File: src/rtl/seg7_card_decoder_pkg.sv
// Shared card/segment definitions for the 7-seg encoder and decoder pair.
// Latency: n/a (types, constants and a pure combinational helper).
// Backpressure: n/a.
package seg7_card_decoder_pkg;

   typedef logic [3:0] card_t;

   // Active-high segment patterns {g,f,e,d,c,b,a}
   localparam logic [6:0] SEG_BLANK = 7'h00;
   localparam logic [6:0] SEG_A     = 7'h77;
   localparam logic [6:0] SEG_2     = 7'h5B;
   localparam logic [6:0] SEG_3     = 7'h4F;
   localparam logic [6:0] SEG_4     = 7'h66;
   localparam logic [6:0] SEG_5     = 7'h6D;
   localparam logic [6:0] SEG_6     = 7'h7D;
   localparam logic [6:0] SEG_7     = 7'h07;
   localparam logic [6:0] SEG_8     = 7'h7F;
   localparam logic [6:0] SEG_9     = 7'h6F;
   localparam logic [6:0] SEG_10    = 7'h3F;
   localparam logic [6:0] SEG_J     = 7'h1E;
   localparam logic [6:0] SEG_Q     = 7'h67;
   localparam logic [6:0] SEG_K     = 7'h76;

   typedef struct packed {
      logic [2:0] pos;
      card_t      card;
      logic       err;
   } card_evt_t;

   typedef struct packed {
      logic  err;
      card_t card;
   } dec_t;

   // Map an active-high pattern to a rank; anything unknown is flagged err with rank 0.
   function automatic dec_t seg2card(input logic [6:0] pat);
      dec_t r;
      r.err  = 1'b0;
      r.card = 4'd0;
      case (pat)
         SEG_BLANK: r.card = 4'd0;
         SEG_A:     r.card = 4'd1;
         SEG_2:     r.card = 4'd2;
         SEG_3:     r.card = 4'd3;
         SEG_4:     r.card = 4'd4;
         SEG_5:     r.card = 4'd5;
         SEG_6:     r.card = 4'd6;
         SEG_7:     r.card = 4'd7;
         SEG_8:     r.card = 4'd8;
         SEG_9:     r.card = 4'd9;
         SEG_10:    r.card = 4'd10;
         SEG_J:     r.card = 4'd11;
         SEG_Q:     r.card = 4'd12;
         SEG_K:     r.card = 4'd13;
         default:   r.err  = 1'b1;
      endcase
      return r;
   endfunction

endpackage

File: src/rtl/seg7_card_decoder_if.sv
// Display-bus sample input plus event/table outputs of the card decoder.
// Latency: n/a (wiring bundle).
// Backpressure: evt_valid/evt_ready handshake on the event side only.
interface seg7_card_decoder_if
   import seg7_card_decoder_pkg::*;
#(
   parameter int NUM_POS = 6
);
   logic                   seg_vld;
   logic [2:0]             seg_pos;
   logic [6:0]             seg_n;
   logic                   clr_sticky;
   logic                   evt_valid;
   logic                   evt_ready;
   logic [2:0]             evt_pos;
   card_t                  evt_card;
   logic                   evt_err;
   logic [4*NUM_POS-1:0]   cards;
   logic                   ovf;

   modport master (
      output seg_vld, seg_pos, seg_n, clr_sticky, evt_ready,
      input  evt_valid, evt_pos, evt_card, evt_err, cards, ovf
   );

   modport slave (
      input  seg_vld, seg_pos, seg_n, clr_sticky, evt_ready,
      output evt_valid, evt_pos, evt_card, evt_err, cards, ovf
   );
endinterface

File: src/rtl/seg7_card_decoder_fifo.sv
// First-word-fall-through event queue carrying card_evt_t.
// Latency: pushed word visible on the output the cycle after the push when empty.
// Backpressure: pop_vld_o/pop_rdy_i; push while full is accepted only alongside a pop.
module seg_evt_fifo
   import seg7_card_decoder_pkg::*;
#(
   parameter int DEPTH = 4
) (
   input  logic      clk,
   input  logic      reset,
   input  logic      push_vld_i,
   input  card_evt_t push_dat_i,
   output logic      pop_vld_o,
   input  logic      pop_rdy_i,
   output card_evt_t pop_dat_o,
   output logic      full_o
);
   localparam int AW = $clog2(DEPTH);

   card_evt_t      mem_q [DEPTH];
   logic [AW:0]    wr_ptr_q, wr_ptr_d;
   logic [AW:0]    rd_ptr_q, rd_ptr_d;
   logic           empty;
   logic           pop;
   logic           push;

   assign empty     = (wr_ptr_q == rd_ptr_q);
   assign full_o    = (wr_ptr_q[AW] != rd_ptr_q[AW]) && (wr_ptr_q[AW-1:0] == rd_ptr_q[AW-1:0]);
   assign pop       = !empty && pop_rdy_i;
   // When full, a simultaneous pop frees the slot the push lands in.
   assign push      = push_vld_i && (!full_o || pop);
   assign pop_vld_o = !empty;
   // Output held at zero when empty so stale entries never leak out.
   assign pop_dat_o = empty ? '0 : mem_q[rd_ptr_q[AW-1:0]];

   // Pointer advance on accepted push/pop
   always_comb begin
      wr_ptr_d = wr_ptr_q + {{AW{1'b0}}, push};
      rd_ptr_d = rd_ptr_q + {{AW{1'b0}}, pop};
   end

   // Pointer registers
   always_ff @(posedge clk or posedge reset) begin
      if (reset) begin
         wr_ptr_q <= '0;
         rd_ptr_q <= '0;
      end else begin
         wr_ptr_q <= wr_ptr_d;
         rd_ptr_q <= rd_ptr_d;
      end
   end

   // Storage write; contents need no reset because the output is gated by empty
   always_ff @(posedge clk) begin
      if (push) begin
         mem_q[wr_ptr_q[AW-1:0]] <= push_dat_i;
      end
   end
endmodule

File: src/rtl/seg7_card_decoder.sv
// Stability-filters a multiplexed 7-seg bus, decodes to ranks, keeps a card table, queues changes.
// Latency: event on evt_* and table update one cycle after the committing sample (FIFO empty).
// Backpressure: evt_ready stalls the queue; a commit into a full queue without a pop is dropped, ovf set.
module seg7_card_decoder
   import seg7_card_decoder_pkg::*;
#(
   parameter int NUM_POS    = 6,
   parameter int STABLE_CNT = 3,
   parameter int FIFO_DEPTH = 4
) (
   input  logic                 clk,
   input  logic                 reset,
   seg7_card_decoder_if.slave   bus
);
   localparam int CW = $clog2(STABLE_CNT + 1);

   logic [6:0]          last_pat_q [NUM_POS];
   logic [6:0]          last_pat_d [NUM_POS];
   logic [CW-1:0]       cnt_q      [NUM_POS];
   logic [CW-1:0]       cnt_d      [NUM_POS];
   card_t               cards_q    [NUM_POS];
   card_t               cards_d    [NUM_POS];
   logic                ovf_q, ovf_d;

   logic [6:0]          pat;
   logic                samp_ok;
   dec_t                dec;
   logic                commit;
   logic                push_vld;
   card_evt_t           push_dat;
   logic                fifo_vld;
   card_evt_t           fifo_dat;
   logic                fifo_full;
   logic                drop;
   logic [4*NUM_POS-1:0] cards_flat;

   assign pat     = ~bus.seg_n;
   assign samp_ok = bus.seg_vld && ({1'b0, bus.seg_pos} < 4'(NUM_POS));
   assign dec     = seg2card(pat);

   // Run-length filter per position, commit detection and table update
   always_comb begin
      for (int p = 0; p < NUM_POS; p++) begin
         last_pat_d[p] = last_pat_q[p];
         cnt_d[p]      = cnt_q[p];
         cards_d[p]    = cards_q[p];
      end
      commit   = 1'b0;
      push_vld = 1'b0;
      push_dat = '0;
      if (samp_ok) begin
         for (int p = 0; p < NUM_POS; p++) begin
            if (bus.seg_pos == 3'(p)) begin
               if (pat == last_pat_q[p]) begin
                  // Saturated runs hold their count and never re-commit
                  if (cnt_q[p] != CW'(STABLE_CNT)) begin
                     cnt_d[p] = cnt_q[p] + CW'(1);
                     commit   = ((cnt_q[p] + CW'(1)) == CW'(STABLE_CNT));
                  end
               end else begin
                  last_pat_d[p] = pat;
                  cnt_d[p]      = CW'(1);
                  commit        = (STABLE_CNT == 1);
               end
               if (commit) begin
                  if (dec.err) begin
                     push_vld     = 1'b1;
                     push_dat.pos = 3'(p);
                     push_dat.err = 1'b1;
                  end else if (dec.card != cards_q[p]) begin
                     cards_d[p]    = dec.card;
                     push_vld      = 1'b1;
                     push_dat.pos  = 3'(p);
                     push_dat.card = dec.card;
                  end
               end
            end
         end
      end
   end

   // Sticky overflow: a drop in the same cycle as clr_sticky keeps it set
   always_comb begin
      drop  = push_vld && fifo_full && !(fifo_vld && bus.evt_ready);
      ovf_d = ovf_q;
      if (bus.clr_sticky) ovf_d = 1'b0;
      if (drop)           ovf_d = 1'b1;
   end

   // Filter state, card table and ovf registers
   always_ff @(posedge clk or posedge reset) begin
      if (reset) begin
         for (int p = 0; p < NUM_POS; p++) begin
            last_pat_q[p] <= '0;
            cnt_q[p]      <= '0;
            cards_q[p]    <= '0;
         end
         ovf_q <= 1'b0;
      end else begin
         for (int p = 0; p < NUM_POS; p++) begin
            last_pat_q[p] <= last_pat_d[p];
            cnt_q[p]      <= cnt_d[p];
            cards_q[p]    <= cards_d[p];
         end
         ovf_q <= ovf_d;
      end
   end

   // Flatten the card table onto the output bus
   always_comb begin
      cards_flat = '0;
      for (int p = 0; p < NUM_POS; p++) begin
         cards_flat[4*p +: 4] = cards_q[p];
      end
   end

   seg_evt_fifo #(
      .DEPTH (FIFO_DEPTH)
   ) u_fifo (
      .clk        (clk),
      .reset      (reset),
      .push_vld_i (push_vld),
      .push_dat_i (push_dat),
      .pop_vld_o  (fifo_vld),
      .pop_rdy_i  (bus.evt_ready),
      .pop_dat_o  (fifo_dat),
      .full_o     (fifo_full)
   );

   assign bus.evt_valid = fifo_vld;
   assign bus.evt_pos   = fifo_dat.pos;
   assign bus.evt_card  = fifo_dat.card;
   assign bus.evt_err   = fifo_dat.err;
   assign bus.cards     = cards_flat;
   assign bus.ovf       = ovf_q;
endmodule

File: src/flat_wrapper.sv
// flat-port wrapper written by rule: the top's interface ports become plain ports
module seg7_card_decoder_flat import seg7_card_decoder_pkg::*;
#(
   parameter int NUM_POS    = 6,
   parameter int STABLE_CNT = 3,
   parameter int FIFO_DEPTH = 4
)
  (clk, reset, bus_seg_vld, bus_seg_pos, bus_seg_n, bus_clr_sticky, bus_evt_ready, bus_evt_valid, bus_evt_pos, bus_evt_card, bus_evt_err, bus_cards, bus_ovf);
  seg7_card_decoder_if #(.NUM_POS(NUM_POS)) bus_i ();
  input  logic clk;
  input  logic reset;
  input wire logic [$bits(bus_i.seg_vld)-1:0] bus_seg_vld;
  input wire logic [$bits(bus_i.seg_pos)-1:0] bus_seg_pos;
  input wire logic [$bits(bus_i.seg_n)-1:0] bus_seg_n;
  input wire logic [$bits(bus_i.clr_sticky)-1:0] bus_clr_sticky;
  input wire logic [$bits(bus_i.evt_ready)-1:0] bus_evt_ready;
  output wire logic [$bits(bus_i.evt_valid)-1:0] bus_evt_valid;
  output wire logic [$bits(bus_i.evt_pos)-1:0] bus_evt_pos;
  output wire logic [$bits(bus_i.evt_card)-1:0] bus_evt_card;
  output wire logic [$bits(bus_i.evt_err)-1:0] bus_evt_err;
  output wire logic [$bits(bus_i.cards)-1:0] bus_cards;
  output wire logic [$bits(bus_i.ovf)-1:0] bus_ovf;
  assign bus_i.seg_vld = bus_seg_vld;
  assign bus_i.seg_pos = bus_seg_pos;
  assign bus_i.seg_n = bus_seg_n;
  assign bus_i.clr_sticky = bus_clr_sticky;
  assign bus_i.evt_ready = bus_evt_ready;
  assign bus_evt_valid = bus_i.evt_valid;
  assign bus_evt_pos = bus_i.evt_pos;
  assign bus_evt_card = bus_i.evt_card;
  assign bus_evt_err = bus_i.evt_err;
  assign bus_cards = bus_i.cards;
  assign bus_ovf = bus_i.ovf;
  seg7_card_decoder #(.NUM_POS(NUM_POS), .STABLE_CNT(STABLE_CNT), .FIFO_DEPTH(FIFO_DEPTH)) u_core (.clk(clk), .reset(reset), .bus(bus_i));
endmodule
File: config.mk
export PLATFORM = sky130hd
export DESIGN_NAME = seg7_card_decoder_flat
export DESIGN_NICKNAME = d
export VERILOG_FILES = /design/src/rtl/seg7_card_decoder_pkg.sv /design/src/rtl/seg7_card_decoder_if.sv /design/src/rtl/seg7_card_decoder_fifo.sv /design/src/rtl/seg7_card_decoder.sv /design/src/flat_wrapper.sv
export SDC_FILE = /design/constraint.sdc
export NUM_CORES = 1
export LEC_CHECK = 0
export CAP_MARGIN = 10
export CORE_AREA = 2 2 115 117
export CTS_CLUSTER_DIAMETER = 60
export DETAILED_ROUTE_END_ITERATION = 8
export DIE_AREA = 0 0 117 119
export PLACE_DENSITY = 0.75
export SYNTH_ARGS = -nofsm -noshare
export SYNTH_HDL_FRONTEND = slang
export SYNTH_SLANG_ARGS = --single-unit
File: constraint.sdc
create_clock -name clk -period 3.5 [get_ports clk]
set_clock_uncertainty 0.2 [all_clocks]
set_input_delay 0.7 -clock clk [delete_from_list [all_inputs] [get_ports clk]]
set_output_delay 0.7 -clock clk [all_outputs]
set_load 0.01 [all_outputs]
* Word level (Yosys, flattened, before mapping) *
Memory sizes are Yosys's and may differ from the RTL's.
Cells that the tools add are included.

word-level totals
  register bits after elaboration = 85
  latch bits = 0
  memory bits (writable) = 32
  bits in read-only memories = 0
  input bits = 15
  logic and storage cells = 242
  memories kept = 1

memory list
  memory               depth  bits a word  read ports  clocked after memory_dff  wr ports  line                          source
  u_core.u_fifo.mem_q  4      8            1           0                         1         seg7_card_decoder_fifo.sv:20  card_evt_t mem_q [DEPTH];

operators by class
  add/subtract/negate cells = 8
  multipliers = 0
  div/mod/pow operators = 0
  magnitude comparators = 1
  eq/ne operators = 51
  shift-type cells = 0
  muxes and demuxes = 121
  bitwise gates (word level) = 7
  reductions and logical operators = 32

operators by type and width
  kind                 number
  $mux 8               17
  $mux 7               13
  $eq 7x7->1 const B   10
  $mux 1               66
  $pmux 4 s13          1
  $eq 7x7->1           6
  $reduce_and 3->1     12
  $reduce_and 5->1     6
  $mux 4               7
  $mux 2               12
  $ne 2x2->1 const B   12
  $ne 4x4->1           6
  $mux 3               5
  $reduce_or 14->1     1
  $add 2x1->2 const B  6
  $eq 2x2->1 const B   6
  $eq 7x3->1 const B   1
  $eq 7x5->1 const B   1
  $eq 7x6->1 const B   1
  $logic_not 7->1      1
  $not 7->7            1
  $add 3x1->3          2
  $eq 3x2->1 const B   2
  $eq 3x3->1 const B   2
  other kinds (11)     23

* Longest topological paths before layout *
  depth in word-level cells = 41
  gate-level depth with buffers = 14
  mapped depth without buffers = 13

* Cells and area by module *
A second synthesis with hierarchy kept.

unflattened totals
  cell total of the unflattened synthesis = 567
  area, all modules = 6326.1 um^2

modules (own cells, without submodules)
  module             instances  cells each  area an instance (um^2)  sequential area each (um^2)
  seg7_card_decoder  1          490         4718.3                   1976.9
  seg_evt_fifo       1          77          1607.8                   1111.1

* Worst setup path before layout *
OpenSTA, ideal clock, no wires.

  path type = input to register
  start point = input bus_seg_n[3]
  end point = memory u_core.u_fifo.mem_q[0][0] (netlist name) (enable)
  data arrival time = 3.091 ns
  setup slack = -0.161 ns
  stages = 10
  path buffers = 1
  path through = buf_4 > xnor2_1 > nor4_2 > nand4_2 > o311a_1 > a211o_1 > o22ai_2 > nor4_1 > a211oi_2 > nor3b_2

on the way
  longest elaborated chain between the ends = 36
  elaborated cells on any way between the ends = 87
  classes of those cells = eq/ne: 25; mux: 58; bitwise: 1; reduce/logical: 3

ends and longest elaborated chain
  item                                                  line                          source
  start: declaration                                    flat_wrapper.sv:14            input wire logic [$bits(bus_i.seg_n)-1:0] bus_seg_n;
  $not 7->7 (*)                                         seg7_card_decoder.sv:37       assign pat = ~bus.seg_n;
  branches (longest 30 deep; another with $pmux 4 s13)  --
  $mux 1 (*)                                            seg7_card_decoder.sv:53       if (bus.seg_pos == 3'(p)) begin
  $mux 1 (*)                                            seg7_card_decoder.sv:51       if (samp_ok) begin
  $logic_and 1x1->1 (*)                                 seg7_card_decoder_fifo.sv:31  assign push = push_vld_i && (!full_o || pop);
  $mux 1 (*)                                            seg7_card_decoder_fifo.sv:55  if (push) begin
  $mux 1 (implied by the code) (*)                      seg7_card_decoder_fifo.sv:56  mem_q[wr_ptr_q[AW-1:0]] <= push_dat_i;
  end: declaration                                      seg7_card_decoder_fifo.sv:20

Mark *: on every way between the ends. The select of a mux whose other input is x is not followed.

==> results.sh <==
export IMPL_tns_ps=-639
export IMPL_placed_cells=875
export IMPL_synth_compound_gate_area_share_pct=13.4
export IMPL_synthSimpleGateAreaFrac_pct=16.1
export IMPL_worstPathCellList="buf_6 > buf_8 > buf_6 > nor4_4 > nand3_1 > a21boi_4 > buf_6 > xnor2_4 > a2111oi_4 > buf_4 > nor2_4 > or4b_4 > a21oi_4 > buf_6 > nor3_4"
export IMPL_cts_clk_slew_worst_paths_ps=50
export IMPL_antenna_found_initial=0
export IMPL_min_period_over_period_pct=101
export IMPL_cp_arrival_ps=3480
export IMPL_max_stage_delay_ps=540
export IMPL_yosysTopAreaCell="dfrtp_1"
export IMPL_detail_route_wl_per_cell_um=18.2
export IMPL_period_needed_ps=3540
export IMPL_wirelength_um=17000
export IMPL_required_ps=3440
export IMPL_path_class="primary input to flop"
export IMPL_utilization_pct=68.4
export IMPL_totalPowerFinal_mw=4.15
export IMPL_synth_area_mux_share_pct=4.01
export IMPL_tightest_slew_ps=619
export IMPL_clock_sinks=117
export IMPL_peakVddDrop_uv=390
export IMPL_hp_class="flop to flop"
export IMPL_worst_path_most_repeated_cell="buf_6"
export IMPL_max_cap_viol_count=0
export IMPL_synth_cells=577
export IMPL_drc_errors=0
export IMPL_hold_depth=1
export IMPL_failed_checks="negative setup slack"
export IMPL_place_hpwl_um=11200
export IMPL_ys_seq_area_share_pct=49.2
export IMPL_numCtsBuffers=17
export IMPL_status="finished, violations left"
export IMPL_synth_top_family_by_area="simple AND/OR/NAND/NOR gates"
export IMPL_drt_initial_drc_count=247
export IMPL_post_route_worst_setup_slack_ps=-36.0
export IMPL_io_pins=49
export IMPL_p_leak_nw=3.83
export IMPL_diodes=0
export IMPL_cts_root_buf="clkbuf_16"
export IMPL_syn_nets=608
export IMPL_r2r_cells=10
export IMPL_yosys_top_cells_count="dfrtp_1, nand2_1, o21ai_0, xnor2_1, nor2_1"
export IMPL_synth_edf_count=32
export IMPL_max_slew_margin_pct=58.6
export IMPL_combPwrFrac_pct=18.8
export IMPL_ys_ff_latch=117
export IMPL_switching_share_pct=26.4
export IMPL_drive_above_1_share_pct=31.3
export IMPL_instances_no_fill=932
export IMPL_power_frac_clock_pct=41.3
export IMPL_sequentialPowerShare_pct=39.9
export IMPL_cts_tree="built"
export IMPL_synthToLayoutAreaGrowth_pct=40.4
export IMPL_viasPerCell=5.55
export IMPL_grt_pass1_vias=5225
export IMPL_start_util_pct=48.7
export IMPL_syn_area_mm2=0.00627
export IMPL_rsz0062_at_grt="yes"
export IMPL_die_height_um=119
export IMPL_rows=42
export IMPL_worstSetupPathDepth=15
export IMPL_power_switching_mw=1.10
export IMPL_coreArea_mm2=0.0129
export IMPL_avgSynthCellArea_um2=10.9
export IMPL_synth_top_area_share_pct=33.9
export IMPL_clk_latency_ps=420
export IMPL_cp_buffers_inverters=6
export IMPL_gp_congestion=0.950
export IMPL_grtUsageTotal_pct=24.9
export IMPL_dpl_cell_area_mm2=0.00762
export IMPL_grt_max_degree=59
export IMPL_synth_most_common_cell="dfrtp_1"
export IMPL_die_area_mm2=0.0139
export IMPL_fp_dieW_um=117
export IMPL_synth_cell_type_count=68
export IMPL_ant_nets=0
export IMPL_cp_max_fo=5
export IMPL_synth_xor_xnor_area_share_pct=9.92
export IMPL_cp_start_kind="primary input"
export IMPL_critPathTopFamily="simple AND/OR/NAND/NOR gates"
export IMPL_netlist_top_cells_area="dfrtp_1, edfxtp_1, xnor2_1"
export IMPL_p_int_mw=3.05
export IMPL_cts_max_level=4
export IMPL_first_pass_iters=7
export IMPL_place_ws_ps=-852
export IMPL_fin_nets=774
export IMPL_finalHoldViolations=0
export IMPL_clock_fmax_mhz=283
export IMPL_ys_warn_count=0
export IMPL_grt_overflow=0
export IMPL_io_buffers=48
export IMPL_ys_flop_type="dfrtp_1"
export IMPL_whs_ps=294
export IMPL_crit_slowest_cell="or4b_4"
export IMPL_postCtsHoldBufs=0
export IMPL_vias=5176
export IMPL_setup_viol=24
export IMPL_drv_slew=0
export IMPL_synthAdderAreaFrac_pct=3.19
export IMPL_fin_area_mm2=0.00881
export IMPL_cts_buffer_depth=2
export IMPL_cp_end_kind="flop"
export IMPL_power_density_mw_per_mm2=471
export IMPL_grt_pass1_wl_um=26700
export IMPL_async_flop_share_pct=72.6
==> registers in the layout, indices dropped and copies added (netlist names) <==
signal	flops
u_core.last_pat_q	42
u_core.bus.ovf	1
u_core.bus.cards	24
u_core.u_fifo.rd_ptr_q	3
u_core.u_fifo.mem_q	32
u_core.cnt_q	12
u_core.u_fifo.wr_ptr_q	3
==> layer usage <==
layer	global-route usage [%]	wire length, um	vias to the layer above
met5	0	0	-
met4	10.0	580	0
met3	5.60	773	53
met2	41.0	8740	169
met1	31.8	6880	2560
li1	-	-	2394
==> cell families after synthesis <==
group	Yosys count
AOI/OAI and AO/OA	120
muxes	14
buffers and inverters	51
adders and majority gates	16
and+or+nand+nor	188
xor gates and xnor gates	71
DFF	117
==> power by group through the flow <==
stage,Combinational [mW],Clock [mW],Sequential (mW)
after floorplan,0.499,0,1.61
after global placement,0.671,0,1.67
after detailed placement,0.695,0,1.68
after CTS,0.726,1.72,1.65
after global routing,0.853,1.79,1.68
final,0.778,1.71,1.66
==> what timing repair did <==
| item | 4_1_cts | 5_1_grt |
|---|---|---|
| endpoints found under the hold margin | 0 | 0 |
| pin swaps | 19 | 23 |
| setup buffers | 9 | 17 |
| gates cloned | 1 | 0 |
| gates resized for setup | 60 | 57 |
| setup endpoints to repair | 66 | 54 |
==> layout by cell type, fill, tap and decap left out, types with 5 or more instances in the layout <==
master / n
clkbuf_16: 17
ha_1: 15
buf_4: 110
dfrtp_1: 85
nor3_1: 12
nand3_1: 9
mux4_2: 8
xnor2_1: 44
nand2b_1: 8
a21oi_1: 26
clkdlybuf4s50_1: 39
nor3_2: 6
nor2_1: 30
xor2_1: 19
edfxtp_1: 32
inv_1: 21
and3_1: 5
nand2_1: 56
nand4_1: 6
nor2b_1: 12
o41ai_1: 5
clkbuf_1: 5
o21ai_0: 52
buf_6: 17
==> worst register-to-register path: stages, from the launching register on <==
cell and delay (ps):
dfrtp_1 440, xnor2_4 170, nor4_4 300, nand4_2 180, o311a_4 410, a211o_4 360
a21oi_4 190, nor4_4 70, a211oi_4 320, nor3b_4 290, buf_12 160
==> area by class of cell <==
cell class                 count  area [um^2]
clock inverter                10          133
timing repair buffer         176         1520
tap                          176          220
inverter                      22         83.8
sequential                   117         3090
multi-input combinational    409         3310
clock buffer                  22          444
fill                         857         4070
==> final timing paths <==
path                                                       endpoint                                start  slack (ps)
worst max-delay path            u_core.u_fifo.mem_q[0][3]$_DFFE_PP_                         bus_seg_n[2]         -40
worst min-delay path            u_core.u_fifo.wr_ptr_q[2]$_DFF_PP0_  u_core.u_fifo.wr_ptr_q[2]$_DFF_PP0_         290
worst max register to register  u_core.u_fifo.mem_q[0][2]$_DFFE_PP_    u_core.last_pat_q[30]$_DFFE_PP0P_         130
worst min register to register  u_core.u_fifo.wr_ptr_q[2]$_DFF_PP0_  u_core.u_fifo.wr_ptr_q[2]$_DFF_PP0_         290
max in group asynchronous           u_core.bus.cards[8]$_DFFE_PP0P_                                reset        1990
min in group asynchronous              u_core.cnt_q[10]$_DFFE_PP0P_                                reset         430
Note: power is estimated with default switching activity, not from simulation.
